$ cat src/rtl/delay_tap_scheduler.sv
// delay_tap_scheduler
//
// Turns one shared dual-port delay RAM (registered read) into a multi-tap
// delay line. Each sample_tick writes one sample, then issues one read per
// tap at (write address - tap length). When every tap's data is back, all
// tap outputs are presented together with a single q_valid pulse.
//
// Ports:
//   clk, reset      system clock, synchronous active-high reset
//   sample_tick     one-cycle pulse, new sample present on d
//   d               input sample (taken only when idle)
//   tap_len         per-tap delay in samples, tap i at [i*ADDR_W +: ADDR_W]
//   q               tap outputs, tap i at [i*DATA_W +: DATA_W]
//   q_valid         one-cycle pulse when q takes new values
//   busy            high while a sample is being processed
//   overrun         sticky, set when a tick arrives while busy
//   mem_*           write/read ports of the external delay RAM
//   mem_q           RAM read data, RD_LATENCY cycles after the read request

module delay_tap_scheduler #(
  parameter int DATA_W     = 16,
  parameter int ADDR_W     = 10,
  parameter int NUM_TAPS   = 4,
  parameter int RD_LATENCY = 2
) (
  input  logic                       clk,
  input  logic                       reset,
  input  logic                       sample_tick,
  input  logic [DATA_W-1:0]          d,
  input  logic [NUM_TAPS*ADDR_W-1:0] tap_len,
  output logic [NUM_TAPS*DATA_W-1:0] q,
  output logic                       q_valid,
  output logic                       busy,
  output logic                       overrun,
  output logic [ADDR_W-1:0]          mem_wraddress,
  output logic [DATA_W-1:0]          mem_data,
  output logic                       mem_wren,
  output logic [ADDR_W-1:0]          mem_rdaddress,
  output logic                       mem_rden,
  input  logic [DATA_W-1:0]          mem_q
);

  localparam int IDX_W = (NUM_TAPS > 1) ? $clog2(NUM_TAPS) : 1;
  localparam int DRN_W = $clog2(RD_LATENCY + 1);
  localparam logic [IDX_W-1:0] LAST_TAP   = IDX_W'(NUM_TAPS - 1);
  localparam logic [DRN_W-1:0] LAST_DRAIN = DRN_W'(RD_LATENCY - 1);

  typedef enum logic [2:0] {
    S_IDLE,
    S_WRITE,
    S_READ,
    S_DRAIN,
    S_DONE
  } state_t;

  state_t state;
  state_t state_next;

  logic [ADDR_W-1:0]          wr_ptr;
  logic [ADDR_W-1:0]          wp;
  logic [DATA_W-1:0]          d_lat;
  logic [ADDR_W-1:0]          len_lat   [NUM_TAPS];
  logic [IDX_W-1:0]           rd_idx;
  logic [DRN_W-1:0]           drain_cnt;
  logic [DATA_W-1:0]          shadow    [NUM_TAPS];
  logic [NUM_TAPS*DATA_W-1:0] shadow_flat;
  logic [NUM_TAPS*DATA_W-1:0] q_reg;
  logic [ADDR_W-1:0]          eff_len;

  // Read-tracking pipeline: one stage per cycle of RAM latency, carrying
  // which tap the in-flight read belongs to.
  logic [RD_LATENCY-1:0]      pipe_vld;
  logic [IDX_W-1:0]           pipe_idx  [RD_LATENCY];

  // State register
  always_ff @(posedge clk) begin
    if (reset) begin
      state <= S_IDLE;
    end else begin
      state <= state_next;
    end
  end

  // Next state and RAM/handshake outputs
  always_comb begin
    state_next    = state;
    mem_wren      = 1'b0;
    mem_wraddress = '0;
    mem_data      = '0;
    mem_rden      = 1'b0;
    mem_rdaddress = '0;
    q_valid       = 1'b0;
    busy          = (state != S_IDLE);
    // A zero length would read the slot just written; treat it as one.
    eff_len       = len_lat[rd_idx];
    if (eff_len == '0) begin
      eff_len = ADDR_W'(1);
    end

    case (state)
      S_IDLE: begin
        if (sample_tick) begin
          state_next = S_WRITE;
        end
      end
      S_WRITE: begin
        mem_wren      = 1'b1;
        mem_wraddress = wr_ptr;
        mem_data      = d_lat;
        state_next    = S_READ;
      end
      S_READ: begin
        mem_rden      = 1'b1;
        mem_rdaddress = wp - eff_len;
        if (rd_idx == LAST_TAP) begin
          state_next = S_DRAIN;
        end
      end
      S_DRAIN: begin
        if (drain_cnt == LAST_DRAIN) begin
          state_next = S_DONE;
        end
      end
      S_DONE: begin
        q_valid    = 1'b1;
        state_next = S_IDLE;
      end
      default: begin
        state_next = S_IDLE;
      end
    endcase
  end

  // Flatten shadows; q shows them directly during DONE so the data lines up
  // with the q_valid pulse, and holds the registered copy afterwards.
  always_comb begin
    shadow_flat = '0;
    for (int i = 0; i < NUM_TAPS; i++) begin
      shadow_flat[i*DATA_W +: DATA_W] = shadow[i];
    end
    q = (state == S_DONE) ? shadow_flat : q_reg;
  end

  // Datapath: latches, pointers, counters, read tracking, result capture
  always_ff @(posedge clk) begin
    if (reset) begin
      wr_ptr    <= '0;
      wp        <= '0;
      d_lat     <= '0;
      rd_idx    <= '0;
      drain_cnt <= '0;
      q_reg     <= '0;
      overrun   <= 1'b0;
      pipe_vld  <= '0;
      for (int i = 0; i < NUM_TAPS; i++) begin
        len_lat[i] <= '0;
        shadow[i]  <= '0;
      end
      for (int s = 0; s < RD_LATENCY; s++) begin
        pipe_idx[s] <= '0;
      end
    end else begin
      if (sample_tick && (state != S_IDLE)) begin
        overrun <= 1'b1;
      end

      case (state)
        S_IDLE: begin
          if (sample_tick) begin
            d_lat <= d;
            for (int i = 0; i < NUM_TAPS; i++) begin
              len_lat[i] <= tap_len[i*ADDR_W +: ADDR_W];
            end
          end
        end
        S_WRITE: begin
          wp     <= wr_ptr;
          wr_ptr <= wr_ptr + 1'b1;
          rd_idx <= '0;
        end
        S_READ: begin
          rd_idx    <= rd_idx + 1'b1;
          drain_cnt <= '0;
        end
        S_DRAIN: begin
          drain_cnt <= drain_cnt + 1'b1;
        end
        S_DONE: begin
          q_reg <= shadow_flat;
        end
        default: begin
        end
      endcase

      pipe_vld[0] <= mem_rden;
      pipe_idx[0] <= rd_idx;
      for (int s = 1; s < RD_LATENCY; s++) begin
        pipe_vld[s] <= pipe_vld[s-1];
        pipe_idx[s] <= pipe_idx[s-1];
      end

      // The last stage lines up with the cycle mem_q carries that read.
      if (pipe_vld[RD_LATENCY-1]) begin
        shadow[pipe_idx[RD_LATENCY-1]] <= mem_q;
      end
    end
  end

endmodule

$ cat config.mk
export PLATFORM = sky130hd
export DESIGN_NAME = delay_tap_scheduler
export DESIGN_NICKNAME = d
export VERILOG_FILES = /design/src/rtl/delay_tap_scheduler.sv
export SDC_FILE = /design/constraint.sdc
export NUM_CORES = 1
export LEC_CHECK = 0
export BUFFER_PORTS_ARGS = -buffer_cell sky130_fd_sc_hd__buf_2
export CORE_ASPECT_RATIO = 0.8
export CORE_MARGIN = 2
export CORE_UTILIZATION = 59
export CTS_CLUSTER_SIZE = 25
export DETAILED_ROUTE_END_ITERATION = 12
export PLACE_DENSITY = 0.84
export SYNTH_ARGS = -nofsm -noshare
export SYNTH_HDL_FRONTEND = slang
export SYNTH_SLANG_ARGS = --single-unit
$ cat constraint.sdc
create_clock -name clk -period 5.2 [get_ports clk]
set_clock_uncertainty 0.1 [all_clocks]
set_input_delay 0.52 -clock clk [delete_from_list [all_inputs] [get_ports clk]]
set_output_delay 0.52 -clock clk [all_outputs]
set_load 0.01 [all_outputs]
==> run summary, run 1 <==
Cell leakage power: 4.947 nW
Setup TNS Final: 0 ns
Slowest cell delay on critical path: 0.73 ns
Wire length on met2: 8679 um
Later-pin clock latency in the skew report: 0.49 ns
Worst vdd ir: 0.2597 mV
Crit Path Class: reg2out
Total grt overflow: 0
Vias in the first global route: 5,750
Crit-path max FO: 10
Post-synthesis cell count: 748
Post-synth top area cell: edfxtp_1
Row cnt: 40
FF+latch count, synth: 220
NumNets Final: 1,004
H-tree Lvls: 1
CTS buffer count: 21
CTS root buffer: clkbuf_16
Worst path required time: 4.58 ns
Critical Path, Cell by Cell: mux4_1 > nor3_1 > a31o_1 > ha_1 > fa_1 > nor2b_1 > o21ai_0 > a21boi_0 > or3_1 > nand3_1 > buf_2
Clk pin slew, worst setup/hold paths: 0.06 ns
Most area-consuming cells after synthesis: edfxtp_1, dfxtp_1, and2_1
Power density cells: 372.2 nW/um2
Syn Area/Cell: 12.40 um2
Arr. time, crit path: 3.74 ns
Startpoint Class: flop
Met1 wire length: 8579 um
Kind of cell adding the most delay to the critical path: simple AND/OR/NAND/NOR gates
Post-synth EDFFs: 104
Initial core utilization: 60.95%
Min Tclk post-route: 4.365 ns
PortBufs: 179
Gr usage total: 22.91%
Antenna Violating Nets Remaining: 0
Sequential share of power: 48.6%
F_max: 0.2291 GHz
Layout cells sized above 1: 29.22%
Via-per-instance ratio: 5.197
Ys async rst share: 0%
Power share of the clock group: 39.2%
1st-iter DRT viols: 303
Internal: 0.003120 W
# hold bufs at CTS: 0
Unrepaired setup endpoints after global routing: false
DR WL/cell: 16.80 um
Main synth FF type: dfxtp_1
Seq/Total Area, Yosys: 58.72%
Count leader, synth: and2_1
Sw frac: 23.75%
Total core area: 15,210 um2
Worst hold path class: in2reg
Post-DP HPWL: 12,980 um
Worst slew margin: 31.27%
Net Switching: 0.0009719 W
Distinct cells, synth: 51
DRT Wirelength: 19,170 um
ANT cells: 0
Largest net degree at the start of global routing: 66
Max layer used: met4
Slowest stage cell, crit path: mux4_1
TritonCTS clock tree: built
Tcrit/Tclk final: 83.94%
Logic gate share of total power: 12.2%
Pre-antenna DRT Iters: 4
Met3 wire length: 1434 um
Pins Over Slew Limit: 0
Via Count: 5,930
Max Buffers Root-to-Sink: 3
First-pass GRT wire length: 29,550 um
P&R area growth vs syn: 18.57%
Setup crit end kind: primary output
Initial antenna violation count: 2
Layout Utilization: 72.26%
Die Ht: 116.1 um
Post-CTS Setup Bufs: 0
Worst-margin pin slew: 1.031 ns
Mapped cell area: 9273 um2
Commonest cells in the netlist: and2_1, dfxtp_1, edfxtp_1
# clock sinks: 220
Status: finished, final reports clean
Final setup viols: 0
Yosys warns: 0
Post-cts sizing count: 0
Final GP Congestion: 0.8391
WP buf/inv: 1
# DRC: 0
Die W: 144.2 um
Ports: 180
Endpoints failing hold: 0
Die ar.: 16,740 um2
Syn_nets: 836
Max_cap viols: 0
Top cell type's share of synthesized area: 33.68%
## cell type report
type / instances / area, um2
multi-input cells: 461 / 3511
repair buffers: 184 / 935.9
clock buffers: 27 / 578.1
flip-flops and latches: 220 / 5445
fillers: 1033 / 4220
inverters: 28 / 105.1
clock inverters: 11 / 156.4
well taps: 210 / 262.8
## routing by layer
| layer | vias to the layer above | global-route usage [%] |
|---|---|---|
| met4 | 0 | 6.990 |
| met1 | 2802 | 32.80 |
| met2 | 184 | 36.38 |
| li1 | 2903 | - |
| met5 | - | 0 |
| met3 | 41 | 4.018 |
## final timing paths
check                     endpoint  cells past startpoint      startpoint  slack [ns]
setup reg to reg      shadow[0][6]                      3     pipe_vld[1]        2.43
hold reg to reg     pipe_idx[0][3]                      1  pipe_idx[0][1]        0.34
hold / removal           d_lat[12]                      2           d[12]        0.14
setup / recovery  mem_rdaddress[6]                     11            flop        0.84
## power groups by stage
stage	Clock, W	Combinational (W)	Sequential (W)
after floorplan	0	0.000364	0.00199
after global placement	0	0.000488	0.00202
final	0.00161	0.000499	0.00199
after CTS	0.00163	0.000500	0.00199
after global routing	0.00171	0.000553	0.00200
after detailed placement	0	0.000497	0.00202
## stage by stage
step	hold slack (ns)	area (um2)	power (W)	setup slack (ns)	std cells
after detailed placement	0.3247	10260	0.002522	1.318	1103
final	0.1358	10990	0.004092	0.8353	1141
after global placement	0.3188	10260	0.002507	1.354	1103
after CTS	0.1193	10990	0.004117	0.7883	1141
after global routing	0.1250	10990	0.004259	0.5434	1141
after floorplan	0.3138	9273	0.002356	1.949	748
## worst reg2reg max path: cells and delay by family, from the launching register on
kind / cells / cell delay (ns)
AND/OR/NAND/NOR: 3 / 2.00
flip-flops: 1 / 0.33
## cells in the final DEF, fill, tap and decap left out, types with 4 or more instances in the layout
cell	netlist	final
mux2_1	23	23
mux2_4	26	26
xnor2_1	4	4
clkinv_2	0	4
a21oi_1	22	22
clkbuf_16	0	21
nor2b_1	71	71
bufinv_16	0	4
ha_1	12	12
buf_4	1	6
nand2_1	35	35
buf_2	12	178
nand3_1	9	9
o21ai_0	7	7
a22o_1	16	16
and2b_1	5	5
mux4_1	7	7
nor3_1	9	9
inv_1	26	26
and2_1	120	120
edfxtp_1	104	104
xor2_1	7	7
nor2_1	28	27
mux2_2	15	15
dfxtp_1	116	116
## cell families after synthesis
logic type	synth area share [%]
AOI/OAI and AO/OA	3.927
buffers and inverters	3.508
xor gates and xnor gates	1.039
adders and majority gates	1.835
muxes	11.86
DFF	58.72
and+or+nand+nor	19.11
Power figures use the tool's default switching activity.
==> run 2, diff against run 1 <==
- CORE_UTILIZATION: 59 -> 55
- PLACE_DENSITY: 0.84 -> 0.79
- clock period: 5.2 -> 4.2 ns (I/O delays scaled with it)
==> run 2 against run 1 <==
Compared with the run above:
- largest cell class unchanged
- combinational power is 27% higher
- sequential power is 24% higher
- wire length is 0.11% higher
- critical path type unchanged
- sequential cell count stayed put
- hold slack worse by 0.098 ns
- utilization is 5.4 points lower
- die area is 7.0% higher
- first-iteration DRC count is 33% higher
- cell count is 1.5% higher
- highest routed layer unchanged
- clock power is 16% higher
- sequential share of layout area is 0.14 points lower
==> run summary, run 2 (synthesis results as in run 1) <==
Setup TNS Final: 0 ns
Post-DP HPWL: 13,190 um
CTS root buffer: clkbuf_16
Row cnt: 42
Commonest non-fill, non-tap cell in the layout: buf_2
NumNets Final: 1,011
Via Count: 5,986
H-tree Lvls: 1
Vias in the first global route: 5,678
Layout Utilization: 66.86%
CTS buffer count: 21
Design Area, Final: 11,030 um2
Initial core utilization: 56.20%
Largest net degree at the start of global routing: 66
# clock sinks: 220
Inst Count DP: 1,119
Antenna Violating Nets Remaining: 0
Final setup viols: 0
# DRC: 0
Via-per-instance ratio: 5.169
Worst-margin pin slew: 0.4981 ns
Endpoints failing hold: 0
Layout cells sized above 1: 29.67%
R2R depth: 6
Layout Cells excl Fill: 1,158
Crit-path max FO: 9
Unrepaired setup endpoints after global routing: false
Total grt overflow: 0
FF/Latch Area: 5449 um2
Final GP Congestion: 0.8205
Area of the multi-input gates: 3511 um2
Arr. time, crit path: 3.36 ns
F_max: 0.2576 GHz
Tcrit/Tclk final: 92.45%
P&R area growth vs syn: 18.99%
TritonCTS clock tree: built
Die Ht: 120.1 um
DR WL/cell: 16.57 um
Worst slew margin: 66.74%
Initial antenna violation count: 1
DRT Wirelength: 19,190 um
Min Tclk post-route: 3.883 ns
PortBufs: 179
Later-pin clock latency in the skew report: 0.49 ns
Crit Path Class: reg2out
Clk pin slew, worst setup/hold paths: 0.06 ns
Setup crit end kind: primary output
Status: finished, final reports clean
Hold Path Depth: 2
Gr usage total: 21.27%
Worst hold path class: in2reg
Commonest cells after routing, fill and taps aside: buf_2, and2_1, dfxtp_1
Total core area: 16,500 um2
Worst vdd ir: 0.2781 mV
First-pass GRT wire length: 29,830 um
Fill cell count: 1,232
Startpoint Class: flop
Worst path required time: 3.68 ns
Ports: 180
Die W: 149.2 um
Max_cap viols: 0
Power density cells: 448.7 nW/um2
Die ar.: 17,920 um2
Pins Over Slew Limit: 0
1st-iter DRT viols: 402
Max Buffers Root-to-Sink: 3
Cell leakage power: 4.963 nW
Post-DP Area: 10,330 um2
Pre-antenna DRT Iters: 5
## run 2: changes by cell type in the layout (fill, tap and decap cells not counted), sizes merged
cell,previous run,this run
buf,184,191
diode,0,1
bufinv,4,1
clkbuf,27,31
clkinv,6,4
## run 2: path summary, 6_finish.rpt
path	endpoint	from	slack, ns
worst min-delay path	d_lat[14]	d[14]	0.04
worst max register to register	wr_ptr[9]	state[0]	1.89
worst max-delay path	mem_rdaddress[6]	flop	0.32
worst min register to register	pipe_idx[0][3]	pipe_idx[0][1]	0.35
## run 2: report_power, final
group	internal, W	leakage [nW]	switching, W	total [W]
clock	0.00109	0.338	0.000767	0.00186
combinational	0.000266	2.60	0.000367	0.000633
sequential	0.00239	2.03	0.0000689	0.00246
total	0.00375	4.96	0.00120	0.00495
## run 2: area by class of cell
type                    instances  area share (%)
clock buffers                  31           5.659
repair buffers                191           9.140
inverters                      28          0.9526
multi-input cells             461           31.82
diodes                          1         0.02268
well taps                     220           2.495
flip-flops and latches        220           49.39
clock inverters                 6          0.5217
## run 2: what timing repair did
action                                  in CTS  in global routing
hold buffers                                 0                  0
endpoints found under the hold margin        0                  0
gates resized for setup                      1                  3
endpoints found under the setup margin       2                  3
buffers inserted                             0                  0
## run 2: critical path, stage by stage, from the launching register on
cell,delay [ns]
dfxtp_4,0.44
mux4_1,0.68
nor3_1,0.24
a31o_1,0.20
ha_1,0.18
fa_1,0.19
nor2b_1,0.06
o21ai_1,0.16
a21boi_1,0.15
or3_1,0.36
nand3_1,0.08
buf_2,0.12
## run 2: per-stage QoR
stage	power, W	setup WS, ns	hold WS [ns]
floorplan	0.002917	1.049	0.3138
CTS	0.004985	0.05611	0.01822
finish	0.004951	0.3173	0.03751
detailed placement	0.003133	0.4105	0.3289
global route	0.005163	0.04729	0.02655
global placement	0.003115	0.4942	0.3219
## run 2: layer usage
layer | share of wire, % | GRT usage (%)
met5 | 0 | 0
met4 | 2.3 | 5.119
met3 | 7.0 | 5.057
met2 | 44 | 31.85
met1 | 47 | 31.47
==> run 3, diff against run 2 <==
--- a/config.mk
+++ b/config.mk
@@ -8,8 +8,9 @@
 export BUFFER_PORTS_ARGS = -buffer_cell sky130_fd_sc_hd__buf_2
-export CORE_ASPECT_RATIO = 0.8
+export CELL_PAD_IN_SITES_DETAIL_PLACEMENT = 0
+export CELL_PAD_IN_SITES_GLOBAL_PLACEMENT = 1
 export CORE_MARGIN = 2
-export CORE_UTILIZATION = 55
+export CORE_UTILIZATION = 44
 export CTS_CLUSTER_SIZE = 25
 export DETAILED_ROUTE_END_ITERATION = 12
-export PLACE_DENSITY = 0.79
+export PLACE_DENSITY_LB_ADDON = 0.1
 export SYNTH_ARGS = -nofsm -noshare
==> constraint.sdc (replaced) <==
create_clock -name clk -period 4.2 [get_ports clk]
set_clock_uncertainty 0.1 [all_clocks]
set_input_delay 0.63 -clock clk [delete_from_list [all_inputs] [get_ports clk]]
set_output_delay 0.63 -clock clk [all_outputs]
set_load 0.01 [all_outputs]
==> run 3 against run 2 <==
Compared with the run above:
- combinational power up 1%
- sequential power is essentially flat
- utilization down 13 points
- cell count is 4.9% higher
- via count is 1.6% lower
- cell area rose by 1.6%
- clock-buffer cell count did not move
- global-route usage decreased by 3.5 points
- sequential share of layout area decreased by 0.80 points
- wire length increased by 4.0%
- non-clock buffer count is 3 lower
- critical path type unchanged
==> run summary, run 3 (synthesis results as in run 1) <==
Worst R2R Start: state[0]
Sw frac: 23.77%
Initial core utilization: 44.53%
Reg2reg end: wr_ptr[4]
Layout cells sized above 1: 30.32%
Final GP Congestion: 0.7962
Post-DP Area: 10,390 um2
Via Count: 5,889
ANT cells: 0
Min setup slack post-route: 0.1817 ns
Max Buffers Root-to-Sink: 3
First-pass GRT wire length: 31,110 um
TritonCTS clock tree: built
Endpoints failing hold: 0
Worst slew margin: 34.89%
Tcrit/Tclk final: 95.67%
Die Ht: 149.2 um
Power density cells: 466.3 nW/um2
Logic gate share of total power: 12.3%
Clk pin slew, worst setup/hold paths: 0.06 ns
Largest net degree at the start of global routing: 70
Slowest stage cell, crit path: mux4_1
Pre-antenna DRT Iters: 4
# DRC: 0
Row cnt: 53
Hold Path End: d_lat[1]
Critical Path, Cell by Cell: buf_6 > mux4_1 > a31o_1 > ha_1 > fa_1 > nor2b_1 > o21ai_2 > a21boi_2 > a31o_2 > nand3_1 > buf_2
Setup TNS Final: 0 ns
Worst-margin pin slew: 0.9744 ns
Pre-CTS WS: 0.3690 ns
Setup crit end kind: primary output
PortBufs: 179
Net Switching: 0.001242 W
P&R area growth vs syn: 20.89%
Pins Over Slew Limit: 0
Met1 usage: 23.18%
Total grt overflow: 0
Worst hold slack: 0.2438 ns
Design Area, Final: 11,210 um2
Setup slack, reg-to-reg: 1.87 ns
Startpoint Class: flop
GR Util met2: 30.44%
Worst path required time: 3.47 ns
Arr. time, crit path: 3.29 ns
Fill cell count: 1,848
F_max: 0.2489 GHz
Later-pin clock latency in the skew report: 0.51 ns
Gr usage total: 17.78%
Max_cap viols: 0
NumNets Final: 1,011
Worst hold path class: in2reg
Worst vdd ir: 0.2023 mV
Vias in the first global route: 5,899
Crit-path max FO: 10
Post-CTS Setup Bufs: 0
Final setup viols: 0
Post-DP HPWL: 13,650 um
Antenna Violating Nets Remaining: 0
CTS buffer count: 24
Top Usage Layer GRT: met2
Commonest non-fill, non-tap cell in the layout: buf_2
Die W: 149.2 um
Crit Path Class: reg2out
Hold Path Depth: 2
Cell leakage power: 4.992 nW
H-tree Lvls: 1
Die ar.: 22,250 um2
DR WL/cell: 16.42 um
Total core area: 20,820 um2
Status: finished, final reports clean
Initial antenna violation count: 0
Min Tclk post-route: 4.018 ns
# clock sinks: 220
Slowest cell delay on critical path: 0.59 ns
Sequential share of power: 46.9%
CTS root buffer: clkbuf_16
GR Util met3: 3.089%
1st-iter DRT viols: 264
Via-per-instance ratio: 4.847
Ports: 180
DRT Wirelength: 19,960 um
Commonest cells after routing, fill and taps aside: buf_2, and2_1, dfxtp_1
Internal: 0.003985 W
Power share of the clock group: 40.8%
Pwr Total: 0.005227 W
HP Start: d[1]
R2R depth: 7
-- run 3: cell count changes in the layout (fill, tap and decap cells not counted), moves of 2 or more --
cell | previous run | this run
mux4_1 | 7 | 4
clkbuf_16 | 22 | 25
clkbuf_8 | 4 | 0
nor4_2 | 0 | 2
mux4_2 | 3 | 6
bufinv_16 | 1 | 4
buf_4 | 11 | 8
clkinv_1 | 1 | 3
nor4_1 | 3 | 1
-- run 3: worst max-delay path: cells and delay by family, from the launching register on --
| kind | cells | cell delay (ns) |
|---|---|---|
| AOI/OAI and AO/OA | 4 | 0.72 |
| adders and majority gates | 2 | 0.56 |
| DFF | 1 | 0.32 |
| and+or+nand+nor | 2 | 0.26 |
| buffers and inverters | 2 | 0.33 |
| muxes | 1 | 0.59 |
-- run 3: how the worst max path moves through the flow --
stage          from               end  slack (ns)  depth (start not counted)
2_1_floorplan  flop  mem_rdaddress[6]        0.84                         11
3_3_place_gp   flop  mem_rdaddress[6]        0.40                         12
3_5_place_dp   flop  mem_rdaddress[6]        0.37                         12
4_1_cts        flop  mem_rdaddress[6]        0.03                         12
5_1_grt        flop  mem_rdaddress[8]      -0.007                         11
6_report       flop  mem_rdaddress[8]        0.18                         11
-- run 3: layout make-up --
cell class / count / area, um2 / share of cell area (%)
Inverter: 28 / 105.1 / 0.9376
Clock buffer: 31 / 648.1 / 5.782
Clock inverter: 12 / 158.9 / 1.418
Timing Repair Buffer: 188 / 982.2 / 8.762
Multi-Input combinational cell: 461 / 3525 / 31.44
Tap cell: 275 / 344.1 / 3.070
Sequential cell: 220 / 5446 / 48.59
-- run 3: power groups by stage --
| stage | Sequential, W | Clock (W) | Combinational (W) |
|---|---|---|---|
| floorplan | 0.00247 | 0 | 0.000451 |
| global placement | 0.00249 | 0 | 0.000624 |
| detailed placement | 0.00250 | 0 | 0.000638 |
| CTS | 0.00245 | 0.00220 | 0.000644 |
| global route | 0.00247 | 0.00229 | 0.000720 |
| finish | 0.00245 | 0.00213 | 0.000642 |
-- run 3: stage by stage --
stage	cells	utilization, %
2_1_floorplan	748	-
3_3_place_gp	1172	49.89
3_5_place_dp	1172	49.89
4_1_cts	1215	53.77
5_1_grt	1215	53.83
6_report	1215	53.83
-- run 3: metal layers --
| layer | wire (um) | vias up |
|---|---|---|
| met2 | 9478 | 153 |
| met5 | 0 | - |
| li1 | - | 2913 |
| met4 | 440 | 0 |
| met1 | 8979 | 2795 |
| met3 | 1057 | 28 |
-- run 3: what timing repair did --
item / 4_1_cts / 5_1_grt
cloned: 0 / 0
hold buffers: 0 / 0
pin swaps: 0 / 1
gates resized for setup: 4 / 7
setup endpoints to repair: 2 / 4
